File: src/rtl/mole_hit_encoder.sv
// ============================================================================
//  Module   : mole_hit_encoder
//  Purpose  : Converts the board slide switches into a stream of mole
//             indices. Switch levels are synchronised and debounced as one
//             vector, every 0->1 press is queued in a pending bitmap, and
//             queued presses are emitted one index at a time, lowest index
//             first, over a valid/ready handshake.
//  Revision : 1.0 - initial release
// ----------------------------------------------------------------------------
//  Ports
//    clk        in   system clock, rising edge
//    rst_n      in   asynchronous active-low reset, synchronous release
//    sw_in      in   [N_IN-1:0]  raw asynchronous switch levels
//    hit_idx    out  [IDX_W-1:0] index of the pressed switch (when valid)
//    hit_valid  out  an index is presented
//    hit_ready  in   consumer accepts when hit_valid & hit_ready on an edge
//    pending    out  [N_IN-1:0]  presses queued but not yet emitted
//    overrun    out  sticky duplicate-press flag (MOLE_HIT_OVERRUN_EN only)
//  Configuration
//    MOLE_HIT_OVERRUN_EN : when defined, adds the overrun port and its logic.
// ============================================================================
`default_nettype none

module mole_hit_encoder #(
    parameter int N_IN            = 18,
    parameter int IDX_W           = 5,
    parameter int DEBOUNCE_CYCLES = 250000,
    parameter int CNT_W           = 18
) (
    input  logic             clk,
    input  logic             rst_n,
    input  logic [N_IN-1:0]  sw_in,
    output logic [IDX_W-1:0] hit_idx,
    output logic             hit_valid,
    input  logic             hit_ready,
    output logic [N_IN-1:0]  pending
`ifdef MOLE_HIT_OVERRUN_EN
    ,
    output logic             overrun
`endif
);

    localparam logic [CNT_W-1:0] CNT_MAX = CNT_W'(DEBOUNCE_CYCLES - 1);

    // ------------------------------------------------------------------
    // State
    // ------------------------------------------------------------------
    logic [N_IN-1:0]  sync1_q;
    logic [N_IN-1:0]  sync2_q;
    logic [N_IN-1:0]  last_cand_q, last_cand_d;
    logic [N_IN-1:0]  db_state_q,  db_state_d;
    logic [CNT_W-1:0] cnt_q,       cnt_d;
    logic [N_IN-1:0]  pending_q,   pending_d;
    logic [IDX_W-1:0] hit_idx_q,   hit_idx_d;
    logic             hit_valid_q, hit_valid_d;

    // ------------------------------------------------------------------
    // Combinational
    // ------------------------------------------------------------------
    logic [N_IN-1:0]  cand_w;
    logic             db_upd_w;
    logic [N_IN-1:0]  rise_w;
    logic             load_w;
    logic [IDX_W-1:0] low_idx_w;
    logic [N_IN-1:0]  low_onehot_w;
    logic [N_IN-1:0]  clr_w;

    assign cand_w = sync2_q;

    // Debounce: a single counter covers the whole vector, so any bit that
    // moves restarts the settling window for every bit.
    always_comb begin
        last_cand_d = last_cand_q;
        db_state_d  = db_state_q;
        cnt_d       = cnt_q;
        db_upd_w    = 1'b0;
        if (cand_w != last_cand_q) begin
            cnt_d       = '0;
            last_cand_d = cand_w;
        end else if (cnt_q == CNT_MAX) begin
            // Counter holds here; db_state is refreshed every cycle while
            // stable, but only the first refresh can produce a rise.
            db_upd_w   = 1'b1;
            db_state_d = cand_w;
        end else begin
            cnt_d = cnt_q + CNT_W'(1);
        end
    end

    // Presses only; releases never reach the queue.
    assign rise_w = db_upd_w ? (cand_w & ~db_state_q) : '0;

    // Lowest-set-bit priority encoder over the pending bitmap. Scanning
    // downwards lets the lowest hit overwrite the others.
    always_comb begin
        low_idx_w    = '0;
        low_onehot_w = '0;
        for (int i = N_IN - 1; i >= 0; i--) begin
            if (pending_q[i]) begin
                low_idx_w       = IDX_W'(i);
                low_onehot_w    = '0;
                low_onehot_w[i] = 1'b1;
            end
        end
    end

    assign load_w = (|pending_q) && (!hit_valid_q || hit_ready);
    assign clr_w  = load_w ? low_onehot_w : '0;

    always_comb begin
        // A bit that rises on the same edge it is cleared ends set: that is
        // a fresh press, not the one being loaded.
        pending_d   = (pending_q & ~clr_w) | rise_w;
        hit_idx_d   = hit_idx_q;
        hit_valid_d = hit_valid_q;
        if (load_w) begin
            hit_idx_d   = low_idx_w;
            hit_valid_d = 1'b1;
        end else if (hit_valid_q && hit_ready) begin
            hit_valid_d = 1'b0;
        end
    end

    // ------------------------------------------------------------------
    // Registers
    // ------------------------------------------------------------------
    always_ff @(posedge clk or negedge rst_n) begin
        if (!rst_n) begin
            sync1_q     <= '0;
            sync2_q     <= '0;
            last_cand_q <= '0;
            db_state_q  <= '0;
            cnt_q       <= '0;
            pending_q   <= '0;
            hit_idx_q   <= '0;
            hit_valid_q <= 1'b0;
        end else begin
            sync1_q     <= sw_in;
            sync2_q     <= sync1_q;
            last_cand_q <= last_cand_d;
            db_state_q  <= db_state_d;
            cnt_q       <= cnt_d;
            pending_q   <= pending_d;
            hit_idx_q   <= hit_idx_d;
            hit_valid_q <= hit_valid_d;
        end
    end

    assign hit_idx   = hit_idx_q;
    assign hit_valid = hit_valid_q;
    assign pending   = pending_q;

`ifdef MOLE_HIT_OVERRUN_EN
    // Sticky: a bit pressed again while its earlier press is still queued
    // (and not leaving the queue this same edge).
    logic overrun_q;
    logic overrun_d;

    assign overrun_d = overrun_q | (|(rise_w & pending_q & ~clr_w));

    always_ff @(posedge clk or negedge rst_n) begin
        if (!rst_n) begin
            overrun_q <= 1'b0;
        end else begin
            overrun_q <= overrun_d;
        end
    end

    assign overrun = overrun_q;
`endif

endmodule

`default_nettype wire

File: config.mk
export PLATFORM = sky130hd
export DESIGN_NAME = mole_hit_encoder
export DESIGN_NICKNAME = d
export VERILOG_FILES = /design/src/rtl/mole_hit_encoder.sv
export SDC_FILE = /design/constraint.sdc
export NUM_CORES = 1
export LEC_CHECK = 0
export CAP_MARGIN = 20
export CORE_ASPECT_RATIO = 1.4
export CORE_UTILIZATION = 50
export CTS_CLUSTER_DIAMETER = 200
export DETAILED_ROUTE_END_ITERATION = 8
export PLACE_DENSITY = 0.71
export REMOVE_ABC_BUFFERS = 1
export SLEW_MARGIN = 20
export SYNTH_ARGS = -nofsm -noshare
export SYNTH_HDL_FRONTEND = slang
export SYNTH_SLANG_ARGS = --single-unit
File: constraint.sdc
create_clock -name clk -period 5 [get_ports clk]
set_input_delay 1 -clock clk [delete_from_list [all_inputs] [get_ports clk]]
set_output_delay 1 -clock clk [all_outputs]
set_load 0.01 [all_outputs]
==> results of run 1 <==
[layout by cell type, fill, tap and decap left out, types with 3 or more instances in the layout]
cell             instances
clkbuf_8                 3
mux2_4                  12
xor2_1                   8
bufinv_16                3
clkdlybuf4s50_1         43
nor4_1                   4
a21oi_1                  5
nor2_1                  24
o21ai_0                 26
nand2b_1                21
clkbuf_16               17
o41ai_1                  4
mux2_2                   6
or3_1                    3
dfrtp_1                114
nor3_1                   8
clkinvlp_4               3
nand4_1                  8
inv_1                   12
o31ai_1                  7
nand2_1                 13
nand3_1                 12
xnor2_1                 24
[metal layers]
metal / track usage, % / up-vias
met5: 0 / -
met4: 10.1 / 0
met3: 5.68 / 14
met2: 31.5 / 65
met1: 23.7 / 1362
li1: - / 1314
[layout make-up]
cell class | instances | share of cell area [%]
multi-input combinational | 209 | 26.2
tap | 105 | 2.36
clock buffer | 21 | 8.46
sequential | 114 | 51.3
inverter | 12 | 0.810
clock inverter | 9 | 2.36
timing repair buffer | 46 | 8.50
[per-stage QoR]
| stage | total power [uW] | util [%] | hold slack (ps) | instances |
|---|---|---|---|---|
| 6_report | 2430 | 64.6 | 341 | 516 |
| 4_1_cts | 2460 | 64.3 | 344 | 515 |
| 2_1_floorplan | 1130 | - | 331 | 335 |
| 5_1_grt | 2540 | 64.6 | 352 | 516 |
| 3_5_place_dp | 1240 | 57.3 | 335 | 485 |
| 3_3_place_gp | 1240 | 57.3 | 332 | 485 |
[cells by family after synthesis]
group | count (synthesis) | share of synthesized area (%)
buf+inv | 36 | 3.23
flops | 114 | 64.0
simple gates | 105 | 13.1
xor+xnor | 32 | 6.29
compound gates | 52 | 7.36
mux | 19 | 5.78
fa+ha+maj | 1 | 0.281
[registers in the layout (all words and copies together) (netlist names)]
register	cells
last_cand_q	18
sync1_q	18
db_state_q	18
cand_w	18
cnt_q	18
pending	18
hit_idx	5
hit_valid	1
[path summary, 6_finish.rpt]
path	depth (start not counted)	startpoint	endpoint	slack (ps)
max in group asynchronous	3	rst_n	cand_w[17]	3500
hold reg to reg	0	sync1_q[14]	cand_w[14]	340
setup reg to reg	4	cnt_q[11]	db_state_q[16]	2640
min in group asynchronous	1	rst_n	sync1_q[9]	510
hold / removal	0	sync1_q[14]	cand_w[14]	340
setup / recovery	6	hit_ready	pending[7]	2310
[power groups by stage]
stage                     clock network [uW]  logic (uW)  registers [uW]
after floorplan                            0         103            1020
after global placement                     0         221            1020
after detailed placement                   0         223            1020
after CTS                               1230         227            1010
after global routing                    1280         250            1010
final                                   1200         226            1010
==> flow_metrics.env, run 1 <==
export IMPL_worstSkewPairLatency_ps=400
export IMPL_synth_avg_cell_area_sq_um=12.4
export IMPL_viasPerCell=5.34
export IMPL_p_comb_share_pct=9.3
export IMPL_grt_overflow_total=0
export IMPL_area_growth_pct=24.8
export IMPL_die_area_sq_um=9300
export IMPL_p_sw_uw=543
export IMPL_setup_viol=0
export IMPL_synth_main_ff_cell="dfrtp_1"
export IMPL_relSlewSlack_pct=47.3
export IMPL_dpl_worst_slack_ps=1920
export IMPL_cts_tree="yes"
export IMPL_p_sw_share_pct=22.3
export IMPL_ys_warn_count=0
export IMPL_required_ps=5260
export IMPL_hold_violations=0
export IMPL_die_y_um=114
export IMPL_cts_sinks=114
export IMPL_yosysTopAreaCell="dfrtp_1"
export IMPL_regArea_sq_um=2850
export IMPL_antenna_found_initial=0
export IMPL_fin_ws_ps=2310
export IMPL_slowest_delay_ps=580
export IMPL_numCtsBuffers=17
export IMPL_clkPwrFrac_pct=49.4
export IMPL_path_delay_family="compound AO/OA/AOI/OAI gates"
export IMPL_wl_met1_mm=3.31
export IMPL_first_pass_iters=4
export IMPL_htree_levels=4
export IMPL_status="finished clean"
export IMPL_grtUsageTotal_pct=19.6
export IMPL_io_pins=45
export IMPL_critical_path_max_fanout=6
export IMPL_max_cap_violations=0
export IMPL_synth_edff_count=0
export IMPL_vias=2755
export IMPL_fmax_ghz=0.372
export IMPL_clockBufferDepth=2
export IMPL_rows=40
export IMPL_cp_cell_sequence="clkdlybuf4s50_1 > nor2b_1 > nor3_1 > o211ai_1 > o41ai_1 > o21ai_0"
export IMPL_ir_drop_v=0.000324
export IMPL_fill_cells=652
export IMPL_syn_area_sq_um=4460
export IMPL_ys_ff_latch=114
export IMPL_fp_dieW_um=81.8
export IMPL_final_area_sq_um=5560
export IMPL_multi_input_area_sq_um=1460
export IMPL_fin_setup_tns_ps=0
export IMPL_place_congestion=0.873
export IMPL_drt_iter0_drc=122
export IMPL_met3WireLength_um=278
export IMPL_fin_nets=422
export IMPL_cts_resized_gates=0
export IMPL_initial_core_util_pct=51.8
export IMPL_fin_crit_sh_pct=53.7
export IMPL_syn_instance_count=359
export IMPL_post_route_min_period_ps=2690
export IMPL_synth_top_cells_by_count="114 x dfrtp_1, 26 x o21ai_0, 24 x nor2_1, 24 x xnor2_1, 22 x clkbuf_1"
export IMPL_async_flop_share_pct=100
export IMPL_power_density_nw_per_um2=437
export IMPL_hp_class="flop to flop"
export IMPL_synth_area_leaders="dfrtp_1 64%, xnor2_1 4.7%, mux2_4 4.0%"
export IMPL_skew_ps=8.66
export IMPL_slowest_stage="nor3_1"
export IMPL_critPathBufInv=1
export IMPL_cp_start_kind="input pin"
export IMPL_drv_slew=0
export IMPL_worst_slew_pin_transition_ps=783
export IMPL_post_cts_buffers=0
export IMPL_drive_above_1_share_pct=13.4
export IMPL_hpwl_mm=5.18
export IMPL_met2_length_mm=4.09
export IMPL_cp_arrival_ps=2940
export IMPL_grt_max_degree=85
export IMPL_wl_mm=7.86
export IMPL_diodes=0
export IMPL_grt_pass1_wl_mm=13.2
export IMPL_maxUsedRoutingLayer="met4"
export IMPL_ant_nets=0
export IMPL_end_kind="flop"
export IMPL_place_area_sq_um=4930
export IMPL_intPower_uw=1890
export IMPL_grt_pass1_vias=2772
export IMPL_critical_path_class="input pin to flop"
export IMPL_rsz0062_at_grt="no"
export IMPL_p_leak_uw=0.00242
export IMPL_io_buffers=44
export IMPL_seqPwrFrac_pct=41.3
export IMPL_drc=0
export IMPL_synth_top_area_share_pct=64.0
export IMPL_core_sq_um=8610
export IMPL_synth_seq_area_share_pct=64.0
export IMPL_cts_root_buf="clkbuf_16"
export IMPL_clkSlewWorstSetupHoldPaths_ps=50
export IMPL_postCtsHoldBufs=0
export IMPL_synth_most_common_cell="dfrtp_1"
export IMPL_synth_cell_type_count=41
export IMPL_wire_per_inst_um=15.2
Note: power is estimated with default switching activity, not from simulation.
==> run 2, diff against run 1 <==
--- a/config.mk
+++ b/config.mk
@@ -10,7 +10,7 @@
 export CORE_UTILIZATION = 50
 export CTS_CLUSTER_DIAMETER = 200
 export DETAILED_ROUTE_END_ITERATION = 8
-export PLACE_DENSITY = 0.71
+export PLACE_DENSITY = 0.74
 export REMOVE_ABC_BUFFERS = 1
 export SLEW_MARGIN = 20
 export SYNTH_ARGS = -nofsm -noshare
==> constraint.sdc (replaced) <==
create_clock -name clk -period 2.2 [get_ports clk]
set_input_delay 0.44 -clock clk [delete_from_list [all_inputs] [get_ports clk]]
set_output_delay 0.44 -clock clk [all_outputs]
set_load 0.01 [all_outputs]
==> run 2 against run 1 <==
Compared with the run above:
- first-iteration DRC count rose by 39%
- critical endpoint is now hit_idx[1]
- highest routed layer unchanged
- combinational power rose by 150%
- die area unchanged
==> flow_metrics.env, run 2 (synthesis gave the netlist of run 1 again) <==
export IMPL_io_pins=45
export IMPL_fin_ws_ps=147
export IMPL_hp_class="flop to flop"
export IMPL_diodes=0
export IMPL_fin_setup_tns_ps=0
export IMPL_worstRegToRegCells=5
export IMPL_final_cells=534
export IMPL_drt_iter0_drc=169
export IMPL_post_cts_buffers=0
export IMPL_viasPerCell=5.36
export IMPL_slowest_stage="or4_1"
export IMPL_rsz0062_at_grt="no"
export IMPL_slowest_delay_ps=590
export IMPL_cp_start_kind="flop"
export IMPL_grtUsageTotal_pct=20.9
export IMPL_cp_cell_sequence="or4_1 > or3_1 > nor3_1 > inv_1 > a32o_1"
export IMPL_relSlewSlack_pct=67.9
export IMPL_fin_crit_sh_pct=93.3
export IMPL_first_pass_iters=4
export IMPL_final_common_cell="dfrtp_1"
export IMPL_worst_slew_pin_transition_ps=478
export IMPL_grt_max_degree=50
export IMPL_path_delay_family="simple AND/OR/NAND/NOR gates"
export IMPL_cp_arrival_ps=2340
export IMPL_setup_viol=0
export IMPL_initial_core_util_pct=51.8
export IMPL_fp_dieW_um=81.8
export IMPL_critPathBufInv=1
export IMPL_fmax_ghz=0.487
export IMPL_worstSkewPairLatency_ps=400
export IMPL_required_ps=2490
export IMPL_max_cap_violations=0
export IMPL_p_leak_uw=0.00250
export IMPL_area_growth_pct=27.5
export IMPL_place_congestion=0.919
export IMPL_clkSlewWorstSetupHoldPaths_ps=50
export IMPL_cts_sinks=114
export IMPL_critical_path_class="flop to flop"
export IMPL_vias=2863
export IMPL_min_from="sync1_q[12]"
export IMPL_wire_per_inst_um=15.4
export IMPL_skew_ps=11.1
export IMPL_ant_nets=0
export IMPL_die_area_sq_um=9300
export IMPL_status="finished clean"
export IMPL_timing_rr_start="pending[7]"
export IMPL_numCtsBuffers=17
export IMPL_placed_cells=503
export IMPL_worstHoldPathCells=0
export IMPL_rows=40
export IMPL_io_buffers=44
export IMPL_fin_nets=440
export IMPL_cts_root_buf="clkbuf_16"
export IMPL_wl_mm=8.25
export IMPL_min_to="cand_w[12]"
export IMPL_antenna_found_initial=0
export IMPL_hpwl_mm=5.46
export IMPL_grt_pass1_wl_mm=14.1
export IMPL_drc=0
export IMPL_power_density_nw_per_um2=945
export IMPL_end_kind="flop"
export IMPL_r2r_end="hit_idx[1]"
export IMPL_r2r_slack_ps=150
export IMPL_hold_violations=0
export IMPL_htree_levels=4
export IMPL_core_sq_um=8610
export IMPL_drv_slew=0
export IMPL_critical_path_max_fanout=4
export IMPL_die_y_um=114
export IMPL_post_route_min_period_ps=2050
export IMPL_cts_tree="yes"
export IMPL_grt_pass1_vias=2956
export IMPL_ir_drop_v=0.000772
export IMPL_dpl_worst_slack_ps=107
export IMPL_grt_overflow_total=0
export IMPL_mostFrequentLayoutCells="114 x dfrtp_1, 43 x clkdlybuf4s50_1, 26 x o21ai_0"
export IMPL_clockBufferDepth=2
export IMPL_drive_above_1_share_pct=17.2
run 2: changes by cell type in the layout (fill, tap and decap cells not counted), sizes merged:
cell         previous run  this run
dlygate4sd3             0         1
clkbuf                 21        19
clkinv                  3         6
bufinv                  3         2
buf                     3        20
run 2: area by class of cell:
class                      count  area (sq um)
timing repair buffer          64           616
clock inverter                11           116
fill                         642          2930
tap                          105           131
multi-input combinational    209          1490
sequential                   114          2850
clock buffer                  19           433
inverter                      12          45.0
run 2: worst max path at each step:
stage                 from             end  cells past startpoint  slack, ps
5_1_grt        pending[11]      pending[5]                      6          8
3_3_place_gp     hit_ready     pending[15]                      7        170
2_1_floorplan    cnt_q[11]  db_state_q[10]                      4         60
4_1_cts        pending[14]      pending[5]                      5         20
6_report        pending[7]      hit_idx[1]                      5        150
3_5_place_dp     hit_ready      pending[7]                      7        110
run 2: metrics by stage:
| step | cell area [sq um] | power (uW) | utilization, % | hold WS [ps] |
|---|---|---|---|---|
| floorplan | 4360 | 2560 | - | 144 |
| global placement | 5090 | 2840 | 59.2 | 332 |
| detailed placement | 5090 | 2870 | 59.2 | 335 |
| CTS | 5650 | 5400 | 65.7 | 343 |
| global route | 5680 | 5570 | 66.0 | 349 |
| finish | 5680 | 5370 | 66.0 | 342 |
run 2: worst register-to-register path: stages, from the launching register on:
cell	delay [ps]
dfrtp_1	370
or4_1	590
or3_1	420
nor3_1	260
inv_1	60
a32o_1	240
run 2: metal layers:
| layer | vias up | track usage (%) | part of all wire, % |
|---|---|---|---|
| met5 | - | 0 | 0 |
| met2 | 74 | 33.7 | 53 |
| li1 | 1343 | - | - |
| met4 | 0 | 11.1 | 3.2 |
| met1 | 1426 | 24.2 | 40 |
| met3 | 20 | 6.88 | 3.6 |
run 2: repair_timing:
item | 4_1_cts | 5_1_grt
setup endpoints to repair | 0 | 24
gates resized for setup | 0 | 4
hold buffers | 1 | 0
endpoints found under the hold margin | 3 | 0
run 2: power breakdown:
group	switching (uW)	internal, uW	leakage [uW]
clock	880	1640	0.000264
sequential	78.3	2210	0.00146
combinational	296	266	0.000771
